`config.mk`:
```
export PLATFORM = sky130hd
export DESIGN_NAME = pmem_arbiter
export DESIGN_NICKNAME = d
export VERILOG_FILES = /design/src/rtl/pmem_arbiter.sv
export SDC_FILE = /design/constraint.sdc
export NUM_CORES = 1
export LEC_CHECK = 0
export BUFFER_PORTS_ARGS = -buffer_cell sky130_fd_sc_hd__buf_2
export CORE_AREA = 3 3 272 274
export DETAILED_ROUTE_END_ITERATION = 16
export DIE_AREA = 0 0 275 277
export SLEW_MARGIN = 20
export SYNTH_ARGS = -nofsm -noshare
export SYNTH_HDL_FRONTEND = slang
export SYNTH_SLANG_ARGS = --single-unit
export TNS_END_PERCENT = 30
```
`constraint.sdc`:
```
create_clock -name clk -period 4.6 [get_ports clk]
set_input_delay 0.92 -clock clk [delete_from_list [all_inputs] [get_ports clk]]
set_output_delay 0.92 -clock clk [all_outputs]
set_load 0.005 [all_outputs]
```
`src/rtl/pmem_arbiter.sv`:
```
// Two-requester line arbiter: icache and dcache share one physical-memory port.
// One owner at a time; the command is latched on grant and replayed until pmem_resp.
module pmem_arbiter #(
  parameter bit          DCACHE_PRIORITY = 1'b1,
  parameter int unsigned STARVE_LIMIT    = 4
) (
  input  logic         clk,
  input  logic         reset_n,
  input  logic         i_read,
  input  logic [15:0]  i_address,
  output logic [127:0] i_rdata,
  output logic         i_resp,
  input  logic         d_read,
  input  logic         d_write,
  input  logic [15:0]  d_address,
  input  logic [127:0] d_wdata,
  output logic [127:0] d_rdata,
  output logic         d_resp,
  output logic         pmem_read,
  output logic         pmem_write,
  output logic [15:0]  pmem_address,
  output logic [127:0] pmem_wdata,
  input  logic [127:0] pmem_rdata,
  input  logic         pmem_resp
);

  typedef enum logic [1:0] {IDLE, SERVE_I, SERVE_D, RELEASE} state_t;

  localparam bit         STARVE_EN = (STARVE_LIMIT != 0);
  localparam logic [3:0] LIMIT     = 4'(STARVE_LIMIT);

  state_t         state;
  logic           cmd_read;
  logic           cmd_write;
  logic [15:0]    cmd_addr;
  logic [127:0]   cmd_wdata;
  logic [3:0]     starve_cnt;
  logic           last_grant;   // 1 = dcache was granted last
  logic           d_req;
  logic           force_i;
  logic           grant_d;
  logic           grant_i;
  logic           serving;

  always_comb begin
    d_req   = d_read | d_write;
    force_i = STARVE_EN && (starve_cnt == LIMIT);
    // dcache wins a tie unless icache is starved; round-robin favours the side not served last
    grant_d = d_req && (!i_read || (!force_i && (DCACHE_PRIORITY || !last_grant)));
    grant_i = i_read && !grant_d;
  end

  always_ff @(posedge clk) begin
    if (!reset_n) begin
      state      <= IDLE;
      cmd_read   <= 1'b0;
      cmd_write  <= 1'b0;
      cmd_addr   <= '0;
      cmd_wdata  <= '0;
      starve_cnt <= '0;
      last_grant <= 1'b0;
    end else begin
      case (state)
        IDLE: begin
          if (grant_d) begin
            state      <= SERVE_D;
            cmd_write  <= d_write;
            cmd_read   <= ~d_write;  // read+write together is a writeback
            cmd_addr   <= d_address;
            cmd_wdata  <= d_wdata;
            last_grant <= 1'b1;
            if (!i_read)                 starve_cnt <= '0;
            else if (starve_cnt != 4'hF) starve_cnt <= starve_cnt + 4'd1;
          end else if (grant_i) begin
            state      <= SERVE_I;
            cmd_read   <= 1'b1;
            cmd_write  <= 1'b0;
            cmd_addr   <= i_address;
            cmd_wdata  <= '0;
            last_grant <= 1'b0;
            starve_cnt <= '0;
          end else begin
            starve_cnt <= '0;
          end
        end
        SERVE_I, SERVE_D: if (pmem_resp) state <= RELEASE;
        default:          state <= IDLE;
      endcase
    end
  end

  always_comb begin
    serving      = (state == SERVE_I) || (state == SERVE_D);
    pmem_read    = serving & cmd_read;
    pmem_write   = serving & cmd_write;
    pmem_address = serving ? cmd_addr  : '0;
    pmem_wdata   = serving ? cmd_wdata : '0;
    i_resp       = (state == SERVE_I) & pmem_resp;
    d_resp       = (state == SERVE_D) & pmem_resp;
    i_rdata      = i_resp ? pmem_rdata : '0;
    d_rdata      = d_resp ? pmem_rdata : '0;
  end

endmodule

```
Word level (Yosys, flattened, before mapping)
Index checks and enable logic that the tools add are counted.

storage, ports and cells
  register bits after elaboration = 152
  bits in latches = 0
  memory bits (writable) = 0
  bits in read-only memories = 0
  input port bits = 294
  word-level logic and storage cells = 52
  memories = 0

operators by class
  add/sub/neg operators = 1
  multipliers = 0
  divide/modulo/power cells = 0
  order comparisons = 0
  equality and inequality tests = 7
  shift operators = 0
  muxes and demuxes = 19
  bitwise gates (word level) = 6
  reduce and logical (&&, ||, !) cells = 13

operators with widths
  kind                                                  count
  two-way mux 128 bit                                   5
  two-way mux 16 bit                                    3
  two-way mux 4 bit                                     3
  two-way mux 2 bit                                     3
  AND reduction 2 bit                                   3
  adder 4 x 1 -> 4 bit (second input constant)          1
  bitwise AND 1 bit                                     4
  equality test 4 x 3 -> 1 bit (second input constant)  1
  two-way mux 1 bit                                     4
  != test 4 bit (second input constant)                 1
  case mux 2 bit (2 select lines)                       1
  zero test 1 bit                                       3
  != test 3 x 2 -> 1 bit (second input constant)        1
  != test 3 bit (second input constant)                 1
  equality test 2 x 1 -> 1 bit (second input constant)  1
  equality test 2 bit (second input constant)           1
  logical AND 1 bit                                     2
  zero test 2 bit                                       1
  logical OR 1 bit                                      2
  != test 2 bit (second input constant)                 1
  nonzero test 2 bit                                    1
  OR reduction 2 bit                                    1
  inverter 1 bit                                        1
  OR 1 bit                                              1

Longest topological paths before layout
Gate-level depths: netlist of run 1.

  depth after elaboration = 9
  depth in mapped cells = 9

Worst setup path before layout of run 1
Ideal clock, no wire load.

  path kind = input to output
  from = input port pmem_resp
  to = output port d_rdata[0]
  arrival = 1,769 ps
  path slack = 1,911 ps
  cell stages on the path = 4
  cells stage by stage = clkbuf_1 > clkbuf_1 > clkbuf_1 > and3_1

on the way
  cells in the longest elaborated chain, start to end = 2

ends and longest elaborated chain
  element              RTL line  text
  start, declared      24        input logic pmem_resp
  bitwise AND 1 bit    99        d_resp = (state == SERVE_D) & pmem_resp;
  two-way mux 128 bit  101       d_rdata = d_resp ? pmem_rdata : '0;
  end, declared        17        output logic [127:0] d_rdata,

No other way between the ends.

Worst setup path in the final report of run 1
  from = register state[1]
  to = output port i_rdata[55]

on the way
  cells in the longest elaborated chain, start to end = 3

ends and longest elaborated chain
  element                       RTL line  text
  start, declared               32        state_t state;
  start signal, assigned        55        state <= IDLE;
  start signal, assigned        66        state <= SERVE_D;
  start signal, assigned        75        state <= SERVE_I;
  equality test 2 x 1 -> 1 bit  98        i_resp = (state == SERVE_I) & pmem_resp;
  bitwise AND 1 bit             98
  two-way mux 128 bit           100       i_rdata = i_resp ? pmem_rdata : '0;
  end, declared                 11        output logic [127:0] i_rdata,

No other way between the ends.

==> results of run 1 <==
==> critical path: stages (launching register included) <==
cell and delay [ns]:
dfxtp_1 0.37, inv_1 0.16, ha_4 0.63, buf_4 0.47, and3_1 0.25, buf_2 0.16
==> flip-flops by register name, summed over array words and instances, names as in the netlist <==
register / cells
cmd_read: 1
starve_cnt: 4
cmd_write: 1
cmd_addr: 16
state: 2
cmd_wdata: 128
==> cells in the mapped netlist <==
cell type,instances
and2_1,148
a21oi_1,33
buf_2,25
nand4_1,2
o32ai_1,1
clkinv_1,1
and3_1,257
nand4b_1,1
or2_1,1
a22o_1,1
a31oi_1,1
o21ai_4,1
inv_1,7
o2bb2ai_1,2
a32oi_1,1
nor2_1,132
or3_1,1
nor3_2,1
and4b_1,1
nand2_1,17
o31ai_1,3
nand3_1,5
ha_1,6
clkbuf_1,98
nand3b_1,2
o41ai_1,2
a22oi_1,128
buf_4,1
o22ai_1,1
o21ai_0,18
o21a_1,1
dfxtp_1,152
==> final timing paths <==
kind	start	to	slack (ns)	cells after the start
setup / recovery	state[1]$_SDFFE_PN0P_	i_rdata[55]	1.15	5
hold / removal	cmd_wdata[0]$_SDFFE_PN0P_	cmd_wdata[0]$_SDFFE_PN0P_	0.50	2
setup reg to reg	state[0]$_SDFFE_PN0P_	state[0]$_SDFFE_PN0P_	2.22	7
hold reg to reg	cmd_wdata[0]$_SDFFE_PN0P_	cmd_wdata[0]$_SDFFE_PN0P_	0.50	2
==> area by class of cell <==
| class | instances | area (sq um) |
|---|---|---|
| well taps | 950 | 1189 |
| multi-input cells | 767 | 4642 |
| diodes | 17 | 42.54 |
| fillers | 8143 | 58400 |
| clock inverters | 15 | 178.9 |
| repair buffers | 709 | 3660 |
| clock buffers | 17 | 425.4 |
| flip-flops and latches | 152 | 3043 |
| inverters | 8 | 32.53 |
==> routing by layer <==
metal / vias to the layer above / track usage, %
met5: - / 0
met4: 4 / 5.538
met3: 128 / 4.046
met2: 618 / 29.62
met1: 4741 / 15.13
li1: 4896 / -
==> stage by stage <==
stage / instances / hold slack (ns) / setup slack (ns) / area, sq um
6_report: 2635 / 0.4998 / 1.146 / 13210
2_1_floorplan: 1051 / 0.4455 / 1.911 / 8172
3_5_place_dp: 2585 / 0.4895 / 1.467 / 12550
3_3_place_gp: 2585 / 0.4781 / 1.506 / 12550
4_1_cts: 2617 / 0.5077 / 0.9841 / 13150
5_1_grt: 2622 / 0.5303 / 0.8948 / 13180
==> where the power goes <==
group / switching, mW / leakage, nW / total [mW] / internal (mW)
Sequential: 0.185 / 1.25 / 1.81 / 1.62
Combinational: 2.11 / 6.16 / 3.37 / 1.26
Clock: 0.720 / 0.294 / 1.50 / 0.780
==> cell families (layout without fill, tap and decap cells) <==
kind of cell    count (synthesis)  in the layout  synth area share (%)
simple gates                  568            568                 39.00
compound gates                193            193                 16.35
flops                         152            152                 37.24
buf+inv                       132            749                 6.492
fa+ha+maj                       6              6                0.9187
other cells                     0             17                     0
==> summary.md, run 1 <==
| Metric | Value |
|---|---|
| CTS tree | `yes` |
| Leading cell type in the layout, fill and taps excluded | `buf_2` |
| Post-synth cell types | `32` |
| Dominant cells by area after synthesis | `dfxtp_1 (37%), and3_1 (20%), a22oi_1 (12%)` |
| TritonCTS Sinks | `152` |
| Die ar. | `76180 sq um` |
| Root buffer cell | `clkbuf_16` |
| DP Wirelength | `49.76 mm` |
| Hold crit path type | `register to register` |
| Synth-to-layout area growth | `61.69%` |
| Worst-margin pin slew | `0.9323 ns` |
| Most frequent cells in the layout | `buf_2 (696), and3_1 (257), dfxtp_1 (152)` |
| H-Tree Depth | `4` |
| Final min period | `3.454 ns` |
| DR vias | `10387` |
| Post-Route WL | `61.11 mm` |
| DRC viols | `0` |
| Yosys warns | `0` |
| First-pass GRT wire length | `78.92 mm` |
| Area leader, netlist | `dfxtp_1` |
| Fmax | `289.5 MHz` |
| Hold_buf cts | `0` |
| Nets | `1955` |
| Final ANT Viol Nets | `0` |
| Slew headroom | `37.62%` |
| All-Layer GR Usage | `15.19%` |
| Clk Latency, worst-skew pair | `0.47 ns` |
| Finish-stage setup viols | `0` |
| Post-Syn Nets | `1351` |
| Initial Utilization | `11.41%` |
| GRT overflow | `0` |
| Fin Setup TNS | `0 ns` |
| Power per cell area | `505.3 nW/um^2` |
| Routed wl met3 | `4.726 mm` |
| Final Cycle Share | `75.09%` |
| Met2 Wirelength | `32.70 mm` |
| Final hold vios | `0` |
| Clk slew on worst S/H paths | `0.08 ns` |
| Cell leakage power | `7.704 nW` |
| Post-Syn Area | `8172 sq um` |
| Share of cells above drive strength 1 | `44.78%` |
| Syn Area/Cell | `7.775 sq um` |
| First-pass DRT Iterations | `5` |
| Vias per cell | `3.942` |
| Crit start category | `register` |
| Utilization after layout | `18.45%` |
| Drt wl/cell | `23.19 um` |
| Wl on met1 | `21.36 mm` |
| Max VDD drop | `448.8 uV` |
| Core Footprint | `71610 sq um` |
| FP Rows | `98` |
| Synth top area share | `37.24%` |
| Setup crit end kind | `primary output` |
| Outcome | `complete, no violations` |
| Sequential-to-total area share from yosys stat | `37.24%` |
| Synth Instances | `1051` |
| Die height | `277 um` |
| Worst EP required | `3.68 ns` |
| Clk buf depth | `2` |
| Critical path type | `register to primary output` |
| CTS-repair resized insts | `0` |
| I/O Pins | `698` |
| Overall power | `6.676 mW` |
| # Max-Cap Violations | `0` |
| Max-slew violations | `0` |
| Number of global-route vias before repair | `9501` |
| Worst Path Max Fanout | `83` |
| FF+latch count, synth | `152` |
| Cts bufs inserted | `17` |
| CP arrival | `2.53 ns` |
| DRT iter0 DRCs | `535` |
| Clock Skews | `0.01753 ns` |
| RePlAce Congestion | `0.9047` |
| Setup repair bufs after CTS | `0` |
| Highest metal used | `met5` |
| Largest net degree at the start of global routing | `130` |
| RSZ-0062 raised after global routing | `false` |
| Chip Width | `275 um` |
| Number of port buffers | `697` |
| Initial antenna violation count | `68` |
Power figures use the tool's default switching activity.
==> run 2: changes to the inputs <==
--- a/config.mk
+++ b/config.mk
@@ -6,9 +6,9 @@
 export NUM_CORES = 1
 export LEC_CHECK = 0
 export BUFFER_PORTS_ARGS = -buffer_cell sky130_fd_sc_hd__buf_2
-export CORE_AREA = 3 3 272 274
+export CORE_AREA = 3 3 274 276
 export DETAILED_ROUTE_END_ITERATION = 16
-export DIE_AREA = 0 0 275 277
+export DIE_AREA = 0 0 277 279
 export SLEW_MARGIN = 20
 export SYNTH_ARGS = -nofsm -noshare
 export SYNTH_HDL_FRONTEND = slang
==> constraint.sdc (replaced) <==
create_clock -name clk -period 3.5 [get_ports clk]
set_input_delay 0.7 -clock clk [delete_from_list [all_inputs] [get_ports clk]]
set_output_delay 0.7 -clock clk [all_outputs]
set_load 0.005 [all_outputs]
==> run 2 against run 1 <==
Compared with the run above:
- die area increased by 1.5%
- global-route usage down 0.33 points
- sequential power up 29%
- non-clock buffer count is 5 higher
- count of clock-buffer cells in the layout grew 1
- combinational power increased by 31%
- final cell count about the same
- via count is 0.50% higher
- total power rose by 28%
- routed wire length is 0.47% lower
- first-iteration DRC count grew 5.8%
- flip-flop and latch count stayed put
==> summary.md, run 2 (synthesis gave the netlist of run 1 again) <==
| Metric | Value |
|---|---|
| CP max-delay cell | `ha_4` |
| Reg2Reg Depth | `7` |
| Setup crit end kind | `primary output` |
| First-pass GRT wire length | `79.95 mm` |
| Setup repair bufs after CTS | `0` |
| Power per cell area | `648.9 nW/um^2` |
| Number of stages on the worst setup path | `5` |
| CTS-repair resized insts | `0` |
| DRC viols | `0` |
| Initial antenna violation count | `67` |
| Leading cell type in the layout, fill and taps excluded | `buf_2` |
| Final ANT Viol Nets | `0` |
| Met3 Use GR | `5.100%` |
| Net Switching | `3.776 mW` |
| Post-Route WL | `60.82 mm` |
| Clk Latency, worst-skew pair | `0.44 ns` |
| Die height | `279 um` |
| Sequential power share | `27.3%` |
| Nets | `1960` |
| Finish-stage setup viols | `0` |
| FP Rows | `99` |
| Share of cells above drive strength 1 | `44.86%` |
| Worst-margin pin slew | `0.7315 ns` |
| First-pass DRT Iterations | `5` |
| Clk slew on worst S/H paths | `0.07 ns` |
| Crit start category | `register` |
| Worst Path Max Fanout | `43` |
| Most Crowded Layer GR | `met2` |
| Critical path type | `register to primary output` |
| Number of flip-flops in the largest register | `128` |
| Die ar. | `77280 sq um` |
| Cell leakage power | `7.698 nW` |
| Largest net degree at the start of global routing | `129` |
| Number of global-route vias before repair | `9757` |
| Top reg by flops | `cmd_wdata` |
| DP Wirelength | `50.44 mm` |
| Cell-internal power | `4.785 mW` |
| I/O Pins | `698` |
| DR vias | `10439` |
| GR Util met1 | `14.88%` |
| CP top delay family | `buffers and inverters` |
| Hold_buf cts | `0` |
| Outcome | `complete, no violations` |
| Worst hold path depth | `3` |
| RePlAce Congestion | `0.9074` |
| Overall power | `8.561 mW` |
| Initial Utilization | `11.22%` |
| DRT iter0 DRCs | `566` |
| Most frequent cells in the layout | `buf_2 (696), and3_1 (257), dfxtp_1 (152)` |
| Vias per cell | `3.960` |
| Fmax | `332.8 MHz` |
| Cts bufs inserted | `17` |
| Finished Layout Cells | `2636` |
| H-Tree Depth | `4` |
| Worst Setup SP | `state[0]$_SDFFE_PN0P_` |
| Drt wl/cell | `23.07 um` |
| Top flop regs | `cmd_wdata: 128 flops, cmd_addr: 16 flops, starve_cnt: 4 flops` |
| Max VDD drop | `747.5 uV` |
| Inst Count DP | `2600` |
| # Max-Cap Violations | `0` |
| Fin Setup TNS | `0 ns` |
| Cell Area, Placed | `12630 sq um` |
| Clock power frac | `21.2%` |
| TritonCTS Sinks | `152` |
| Hold crit path type | `input pin to register` |
| GRT overflow | `0` |
| Synth-to-layout area growth | `61.46%` |
| Clock Skews | `0.01490 ns` |
| Worst Hold Launch | `d_wdata[78]` |
| Final Cycle Share | `85.86%` |
| Register area | `3043 sq um` |
| Multi-input logic area | `4642 sq um` |
| Design area | `13190 sq um` |
| Final hold vios | `0` |
| Max-slew violations | `0` |
| Gate power share | `51.5%` |
| Worst Path Buf+Inv | `3` |
| Number of port buffers | `697` |
| Switching part of the total | `44.10%` |
| Clk buf depth | `2` |
| Final min period | `3.005 ns` |
| Core Footprint | `72830 sq um` |
| Chip Width | `277 um` |
| CTS tree | `yes` |
| Slew headroom | `51.23%` |
| FF-to-FF Start | `state[0]$_SDFFE_PN0P_` |
| Filler cells | `8362` |
| RSZ-0062 raised after global routing | `false` |
| CP peak stage delay | `0.51 ns` |
| Worst EP required | `2.80 ns` |
| GR Util met2 | `28.54%` |
| CP arrival | `2.31 ns` |
| Root buffer cell | `clkbuf_16` |
| CP Cell Sequence | `inv_1 > ha_4 > buf_4 > and2_1 > buf_2` |
| All-Layer GR Usage | `14.86%` |
## run 2: cell count changes in the layout (fill, tap and decap cells not counted), sizes merged
cell and change:
diode -12, inv -7, buf +5, clkinvlp +3
clkinv +2, clkbuf +1
## run 2: stage by stage
stage          hold WS [ns]  setup WS [ns]  util, %
5_1_grt              0.4512         0.2708    18.10
4_1_cts              0.4347         0.3713    18.10
6_report             0.4793         0.4949    18.11
3_5_place_dp         0.4885         0.8931    17.34
2_1_floorplan        0.4455          1.251        -
3_3_place_gp         0.4784         0.9212    17.34
## run 2: final cells by class
| type | count | area share, % |
|---|---|---|
| inverter | 8 | 0.2466 |
| timing repair buffer | 714 | 28.12 |
| antenna | 5 | 0.09483 |
| clock buffer | 18 | 3.253 |
| multi-input combinational | 767 | 35.18 |
| tap | 959 | 9.094 |
| clock inverter | 13 | 0.9483 |
| sequential | 152 | 23.06 |
## run 2: routing by layer
metal	vias up	wire length (um)
li1	4882	-
met2	600	32170
met5	-	139
met1	4774	20710
met3	159	5312
met4	24	2492
## run 2: power by group through the flow
stage | Combinational, mW | Sequential (mW) | Clock (mW)
6_report | 4.41 | 2.34 | 1.81
5_1_grt | 4.89 | 2.39 | 1.96
4_1_cts | 4.51 | 2.34 | 1.90
3_5_place_dp | 4.50 | 2.37 | 0
3_3_place_gp | 4.49 | 2.36 | 0
2_1_floorplan | 2.56 | 2.29 | 0
## run 2: final timing paths
path	slack, ns	endpoint
worst max-delay path	0.49	pmem_wdata[62]
worst min-delay path	0.48	cmd_wdata[78]$_SDFFE_PN0P_
worst max register to register	1.28	state[1]$_SDFFE_PN0P_
worst min register to register	0.50	cmd_wdata[70]$_SDFFE_PN0P_
## run 2: tightest hold or removal path, stage by stage
cell and delay, ns:
buf_2 0.07, a22oi_1 0.05, nor2_1 0.07
==> run 3: changes to the inputs <==
--- a/config.mk
+++ b/config.mk
@@ -9,7 +9,7 @@
 export CORE_AREA = 3 3 274 276
 export DETAILED_ROUTE_END_ITERATION = 16
 export DIE_AREA = 0 0 277 279
-export SLEW_MARGIN = 20
+export PLACE_DENSITY_LB_ADDON = 0.3
 export SYNTH_ARGS = -nofsm -noshare
 export SYNTH_HDL_FRONTEND = slang
 export SYNTH_SLANG_ARGS = --single-unit
==> run 3 against run 2 <==
Compared with the run above:
- sequential share of layout area shrank 0.10 points
- setup slack lost 0.052 ns
- design area grew 0.45%
- critical path type unchanged
==> summary.md, run 3 (synthesis gave the netlist of run 1 again) <==
| Metric | Value |
|---|---|
| Sequential power share | `27.0%` |
| Initial antenna violation count | `70` |
| CP Cell Sequence | `inv_1 > ha_4 > buf_4 > and3_1 > buf_2` |
| All-Layer GR Usage | `14.57%` |
| Die height | `279 um` |
| Fin Setup TNS | `0 ns` |
| Utilization after layout | `18.20%` |
| Crit path capture | `i_rdata[64]` |
| Hold crit path type | `input pin to register` |
| DR vias | `10393` |
| Cell leakage power | `7.743 nW` |
| Initial Utilization | `11.22%` |
| CP peak stage delay | `0.67 ns` |
| Cell Area, Placed | `12670 sq um` |
| Clk slew on worst S/H paths | `0.07 ns` |
| Setup repair bufs after CTS | `0` |
| H-Tree Depth | `4` |
| Number of global-route vias before repair | `9758` |
| Nets | `1967` |
| Final min period | `3.057 ns` |
| Final hold vios | `0` |
| Chip Width | `277 um` |
| Top flop regs | `cmd_wdata: 128 flops, cmd_addr: 16 flops, starve_cnt: 4 flops` |
| DP Wirelength | `49.16 mm` |
| DRC viols | `0` |
| FF-to-FF Start | `state[1]$_SDFFE_PN0P_` |
| FP Rows | `99` |
| Final ANT Viol Nets | `0` |
| Switching part of the total | `43.24%` |
| Number of flip-flops in the largest register | `128` |
| CTS-repair resized insts | `0` |
| Clock power frac | `21.6%` |
| Reg2Reg Depth | `7` |
| I/O Pins | `698` |
| Final Cycle Share | `87.34%` |
| Number of stages on the worst setup path | `5` |
| Fmax | `327.1 MHz` |
| Vias per cell | `3.937` |
| CTS tree | `yes` |
| CP top delay family | `adder cells` |
| Finished Layout Cells | `2640` |
| Synth-to-layout area growth | `62.18%` |
| Critical path type | `register to primary output` |
| RR Endpoint | `state[0]$_SDFFE_PN0P_` |
| Worst Setup SP | `state[1]$_SDFFE_PN0P_` |
| First-pass GRT wire length | `79.53 mm` |
| # Max-Cap Violations | `0` |
| Net Switching | `3.751 mW` |
| Outcome | `complete, no violations` |
| Top reg by flops | `cmd_wdata` |
| Cts bufs inserted | `17` |
| CP arrival | `2.36 ns` |
| R2r setup slk | `1.23 ns` |
| Setup crit end kind | `primary output` |
| Hold_buf cts | `0` |
| Clk Latency, worst-skew pair | `0.45 ns` |
| Finish-stage setup viols | `0` |
| Die ar. | `77280 sq um` |
| Gate power share | `51.4%` |
| Worst EP required | `2.80 ns` |
| Core Footprint | `72830 sq um` |
| Worst-margin pin slew | `0.8497 ns` |
| Clk buf depth | `2` |
| CP max-delay cell | `ha_4` |
| Filler cells | `8365` |
| Inst Count DP | `2607` |
| Root buffer cell | `clkbuf_16` |
| Worst Path Max Fanout | `82` |
| Drt wl/cell | `22.63 um` |
| Power per cell area | `654.5 nW/um^2` |
| First-pass DRT Iterations | `6` |
| Design area | `13250 sq um` |
| Max-slew violations | `0` |
| Leading cell type in the layout, fill and taps excluded | `buf_2` |
| Slew headroom | `43.35%` |
| DRT iter0 DRCs | `572` |
| Post-Route WL | `59.75 mm` |
| GRT overflow | `0` |
| RePlAce Congestion | `0.9142` |
| Largest net degree at the start of global routing | `136` |
| Worst Path Buf+Inv | `3` |
| Cell-internal power | `4.924 mW` |
| Share of cells above drive strength 1 | `45.08%` |
| Most frequent cells in the layout | `buf_2 (696), and3_1 (257), dfxtp_1 (152)` |
| Clock Skews | `0.01791 ns` |
| RSZ-0062 raised after global routing | `false` |
| Max VDD drop | `469.8 uV` |
| Crit start category | `register` |
| TritonCTS Sinks | `152` |
| Number of port buffers | `697` |
[run 3: area by class of cell]
type,count,area (sq um),area share [%]
tap,959,1200,9.054
antenna,4,10.01,0.07553
inverter,8,32.53,0.2455
timing repair buffer,721,3750,28.29
sequential,152,3043,22.96
multi-input combinational,767,4642,35.03
clock buffer,19,452.9,3.418
clock inverter,10,122.6,0.9252
[run 3: power groups by stage]
stage	clock network, mW	logic (mW)	registers (mW)
2_1_floorplan	0	2.56	2.29
3_3_place_gp	0	4.58	2.39
3_5_place_dp	0	4.54	2.38
4_1_cts	1.97	4.55	2.35
5_1_grt	2.02	4.95	2.40
6_report	1.87	4.46	2.34
[run 3: worst reg2reg max path, cell delays in order (launching register included)]
cell and delay [ns]:
dfxtp_1 0.43, inv_1 0.14, ha_4 0.57, buf_4 0.42
inv_1 0.09, o32ai_1 0.29, nand3_1 0.14, o41ai_1 0.08
[run 3: through the flow]
stage	hold slack [ns]	setup slack [ns]	power [mW]
finish	0.4733	0.4431	8.674
global route	0.4594	0.2850	9.368
CTS	0.4256	0.3894	8.875
detailed placement	0.4746	0.9144	6.915
global placement	0.4770	0.9154	6.965
floorplan	0.4455	1.251	4.843
[run 3: how the worst min path moves through the flow]
stage | startpoint | end | slack (ns) | cells past startpoint
CTS | d_write | cmd_read$_SDFFE_PN0P_ | 0.43 | 2
detailed placement | cmd_write$_SDFFE_PN0P_ | cmd_write$_SDFFE_PN0P_ | 0.47 | 2
global placement | cmd_write$_SDFFE_PN0P_ | cmd_write$_SDFFE_PN0P_ | 0.48 | 2
global route | d_wdata[101] | cmd_wdata[101]$_SDFFE_PN0P_ | 0.46 | 3
floorplan | cmd_write$_SDFFE_PN0P_ | cmd_write$_SDFFE_PN0P_ | 0.45 | 2
finish | d_write | cmd_read$_SDFFE_PN0P_ | 0.47 | 2
[run 3: metal layers]
layer	part of all wire [%]	wire length (um)	GRT usage, %	vias to the layer above
met4	3.7	2215	4.216	10
met1	35	21090	15.29	4729
met3	6.9	4110	3.403	164
met5	0.11	63	0	-
met2	54	32270	28.63	592
li1	-	-	-	4898
